### src/rtl/jt900h_pcu.sv
// Program-counter unit for the JT900H core: byte advance, absolute jump,
// relative branch and a circular hardware return-address stack.
module jt900h_pcu #(
  parameter int          AW     = 32,
  parameter int          ADVW   = 3,
  parameter int          RSD    = 4,
  parameter logic [AW-1:0] RST_PC = '0
) (
  input  logic                   clk,
  input  logic                   rst,
  input  logic                   cen,
  input  logic [ADVW-1:0]        adv_len,
  input  logic                   jmp_en,
  input  logic [AW-1:0]          jmp_addr,
  input  logic                   rel_en,
  input  logic [15:0]            rel_off,
  input  logic                   call_en,
  input  logic                   ret_en,
  input  logic                   err_clr,
  output logic [AW-1:0]          pc,
  output logic [AW-1:0]          ret_top,
  output logic [$clog2(RSD):0]   rs_cnt,
  output logic                   rs_empty,
  output logic                   rs_full,
  output logic                   rs_ovf,
  output logic                   rs_unf
);

  localparam int PW = $clog2(RSD);
  localparam int CW = PW + 1;

  logic [AW-1:0] stack [RSD];
  logic [PW-1:0] ptr;
  logic [AW-1:0] pc_r;
  logic [CW-1:0] cnt;
  logic          ovf, unf;

  logic [AW-1:0] nxt, rel_ext, top;
  logic          empty, full;

  logic [AW-1:0] pc_nxt;
  logic [PW-1:0] ptr_nxt;
  logic [CW-1:0] cnt_nxt;
  logic          wr_en;
  logic [PW-1:0] wr_idx;
  logic          ovf_set, unf_set;

  assign nxt     = pc_r + AW'(adv_len);
  assign rel_ext = AW'($signed(rel_off));
  assign top     = stack[ptr];
  assign empty   = (cnt == '0);
  assign full    = (cnt == CW'(RSD));

  // ptr always addresses the newest entry; a push pre-increments it, so on a
  // full stack the write lands on the oldest entry.
  always_comb begin
    pc_nxt  = nxt;
    ptr_nxt = ptr;
    cnt_nxt = cnt;
    wr_en   = 1'b0;
    wr_idx  = ptr;
    ovf_set = 1'b0;
    unf_set = 1'b0;
    if (ret_en && !empty) begin
      pc_nxt = top;
      if (call_en) begin
        wr_en = 1'b1;
      end else begin
        ptr_nxt = ptr - PW'(1);
        cnt_nxt = cnt - CW'(1);
      end
    end else if (ret_en && !call_en) begin
      pc_nxt  = jmp_addr;
      unf_set = 1'b1;
    end else if (call_en) begin
      pc_nxt  = jmp_addr;
      ptr_nxt = ptr + PW'(1);
      wr_en   = 1'b1;
      wr_idx  = ptr + PW'(1);
      ovf_set = full;
      cnt_nxt = full ? cnt : cnt + CW'(1);
    end else if (jmp_en) begin
      pc_nxt = jmp_addr;
    end else if (rel_en) begin
      pc_nxt = nxt + rel_ext;
    end
  end

  always_ff @(posedge clk) begin
    if (rst) begin
      pc_r <= RST_PC;
      ptr  <= '0;
      cnt  <= '0;
      ovf  <= 1'b0;
      unf  <= 1'b0;
      for (int i = 0; i < RSD; i++) stack[i] <= '0;
    end else if (cen) begin
      pc_r <= pc_nxt;
      ptr  <= ptr_nxt;
      cnt  <= cnt_nxt;
      ovf  <= (ovf & ~err_clr) | ovf_set;
      unf  <= (unf & ~err_clr) | unf_set;
      if (wr_en) stack[wr_idx] <= nxt;
    end
  end

  assign pc       = pc_r;
  assign ret_top  = empty ? '0 : top;
  assign rs_cnt   = cnt;
  assign rs_empty = empty;
  assign rs_full  = full;
  assign rs_ovf   = ovf;
  assign rs_unf   = unf;

endmodule

### config.mk
export PLATFORM = sky130hd
export DESIGN_NAME = jt900h_pcu
export DESIGN_NICKNAME = d
export VERILOG_FILES = /design/src/rtl/jt900h_pcu.sv
export SDC_FILE = /design/constraint.sdc
export NUM_CORES = 1
export LEC_CHECK = 0
export ABC_AREA = 1
export BUFFER_PORTS_ARGS = -buffer_cell sky130_fd_sc_hd__buf_2
export CORE_MARGIN = 2
export CORE_UTILIZATION = 55
export CTS_BUF_LIST = sky130_fd_sc_hd__clkbuf_8
export CTS_CLUSTER_DIAMETER = 30
export DETAILED_ROUTE_END_ITERATION = 7
export MAX_ROUTING_LAYER = met4
export PLACE_DENSITY_LB_ADDON = 0.25
export RECOVER_POWER = 100
export SETUP_SLACK_MARGIN = 0.02
export SYNTH_ARGS = -nofsm -noshare
export SYNTH_HDL_FRONTEND = slang
export SYNTH_SLANG_ARGS = --single-unit
export TNS_END_PERCENT = 5
### constraint.sdc
create_clock -name clk -period 4.32 [get_ports clk]
set_input_delay 0.864 -clock clk [delete_from_list [all_inputs] [get_ports clk]]
set_output_delay 0.864 -clock clk [all_outputs]
set_load 0.005 [all_outputs]
==> impl_metrics.csv <==
group,metric,value,unit
status,status,"finished, final reports clean",
route,viasPerCell,5.64,
worst_setup_path,r2r-start,"rs_cnt[0]",
route,wire_per_inst,19.1,um
timing,skew,0.0250,ns
power,leakagePower,0.00561,uW
worst_setup_path,critPathLaunch,"cen",
timing,rsz0062_at_grt,"no",
clocking,clock_sinks,169,
timing,period_needed,4.03,ns
global_routing,grt_pass1_wl,56200,um
finish,postLayoutCoreUtil,62.2,%
global_routing,grt_max_degree,44,
route,drtIter0Drc,1228,
finish,mostFrequentLayoutCells,"nand2_1, nor2_1, inv_1",
timing,hold-worst-slack,0.499,ns
yosys,netlist_area,11400,sq um
place,gp_congestion,1.03,
yosys,syn-num-nets,1655,
place,dp_hpwl,27500,um
timing,tightest_slew,1.38,ns
timing,finalSetupTns,0,ns
worst_setup_path,critPathKind,"in -> reg",
timing,hold_viol,0,
clocking,cts.hold.buffers_added,0,
finish,area_growth,10.6,%
yosys,synthFlopType,"edfxtp_1",
worst_setup_path,arrival,4.14,ns
power,cellPowerDensity,341,nW/um^2
worst_setup_path,crit_fanout,43,
yosys,synth-edff-count,128,
floorplan,die_h,148,um
timing,max_freq,248,MHz
clocking,clk_latency,0.48,ns
yosys,synth.avg_cell_area,7.34,sq um
finish,layout-drive-gt1-share,11.5,%
finish,final_nets,1778,
route,drc,0,
place,portBuffers,129,
global_routing,grt_pass1_vias,10100,
clocking,clkTransAtPathRegs,0.09,ns
clocking,cts_setup_buffers,0,
timing,fin_ws,0.289,ns
floorplan,die_area,21900,sq um
yosys,synth-seq-cells,169,
route,vias,11100,
clocking,root_buffer,"clkbuf_8",
flow_run,maxCapViolCount,0,
yosys,netlist_instances,1557,
worst_setup_path,rr_endpoint,"stack[3][23]",
timing,post-route-period-util,93.3,%
clocking,cts_buffers,17,
hold_path,whs_path_depth,2,
floorplan,core,20300,sq um
yosys,synth_top_cell_area_share,33.7,%
timing,relSlewSlack,7.97,%
worst_setup_path,cp-start-kind,"primary input",
route,drt_wl_total,37500,um
finish,antenna_cells,0,
clocking,cts_resized,0,
yosys,seq_area_frac_synth,40.8,%
global_routing,grt.overflow.total,0,
worst_setup_path,r2r_slack,0.34,ns
timing,finalMaxSlewViolations,0,
route,drtAntennaViolNets,0,
global_routing,antenna_found_initial,0,
finish,ff_latch_area,4660,sq um
floorplan,die_x,148,um
yosys,synthDistinctLibCells,50,
global_routing,grtUsageTotal,34.9,%
route,drt-pass1-iter-count,6,
yosys,synthTopCellsByArea,"edfxtp_1, nand2_1, nor2_1",
finish,multi_input_area,5630,sq um
hold_path,hold_class,"reg -> reg",
hold_path,min_to,"rs_unf",
clocking,cts_tree,"yes",
floorplan,io_pins,130,
yosys,yosysTopAreaCell,"edfxtp_1",
yosys,ys_async_sr_fraction,0,%
hold_path,min_from,"rs_unf",
power,vdd_drop_max,158,uV
worst_setup_path,required,4.42,ns
worst_setup_path,ff2ff_path_depth,9,
finish,fillers,1913,
yosys,yosysWarnings,0,
clocking,max-clock-path-buffers,2,
floorplan,start_util,56.3,%
floorplan,rows,52,
place,place_ws,0.0564,ns
timing,setup_viol,0,
worst_setup_path,endpoint_kind,"register",
clocking,htree_levels,4,
finish,layout_commonest_cell,"nand2_1",
## how the worst max path moves through the flow
stage	end	cells past startpoint
final	stack[2][25]	8
after global routing	stack[3][25]	9
after CTS	pc[13]	21
after detailed placement	pc[13]	21
after global placement	pc[29]	23
after floorplan	stack[3][0]	6
## through the flow
step	total power [uW]	std cells	instance area [sq um]
2_1_floorplan	2740	1557	11400
3_3_place_gp	3200	1931	12400
3_5_place_dp	3210	1931	12400
4_1_cts	4300	1963	12800
5_1_grt	4490	1963	12600
6_report	4310	1963	12600
## critical path, stage by stage
cell and delay [ns]:
clkbuf_1 0.15, inv_4 0.20, nor3_1 0.68, inv_1 0.83, nor2_1 0.58, nand2_1 0.16
nand2_1 0.09, clkbuf_4 0.51
## Yosys cell counts, types with 9 or more instances
cell type and n:
mux2i_1 15, inv_1 195, nand3_1 62, nor3_1 18
nand2_2 11, nand2_1 375, edfxtp_1 128, a32o_1 13
buf_2 14, o22ai_1 17, o21ai_0 84, o211ai_1 11
xnor2_1 9, clkbuf_1 33, xor2_1 19, a21oi_1 127
nor2_1 257, dfxtp_1 41, ha_1 36, buf_6 9
## logic make-up (layout without fill, tap and decap cells)
family	after synthesis	after routing	synth area share, %
AO/OA/AOI/OAI	279	279	13.9
XOR/XNOR	28	28	2.15
adder cells (fa/ha/maj)	39	39	4.47
buffers and inverters	266	402	9.63
flip-flops	169	169	40.8
multiplexers	15	15	1.31
AND/OR/NAND/NOR	761	761	27.7
## state kept, by name (all words and copies together), names as in the netlist, named ones only
signal  flops
rs_cnt      3
rs_ovf      1
stack     128
rs_unf      1
pc         32
ptr         2
## power breakdown
part | leakage, uW | switching [uW] | internal, uW
registers | 0.00167 | 85.8 | 1850
clock network | 0.000193 | 689 | 432
logic | 0.00375 | 849 | 397
total | 0.00561 | 1620 | 2680
## cell type report
| class | count | area share, % |
|---|---|---|
| multi-input combinational | 1122 | 44.5 |
| clock inverter | 15 | 1.21 |
| clock buffer | 17 | 1.85 |
| sequential | 169 | 36.9 |
| timing repair buffer | 170 | 6.84 |
| tap | 270 | 2.67 |
| inverter | 200 | 5.96 |
## metal layers
layer | global-route usage, % | wire, um
met1 | 49.5 | 15900
met3 | 4.88 | 3640
met2 | 52.1 | 16800
met5 | - | 0
met4 | 11.3 | 1180
Power figures use the tool's default switching activity.
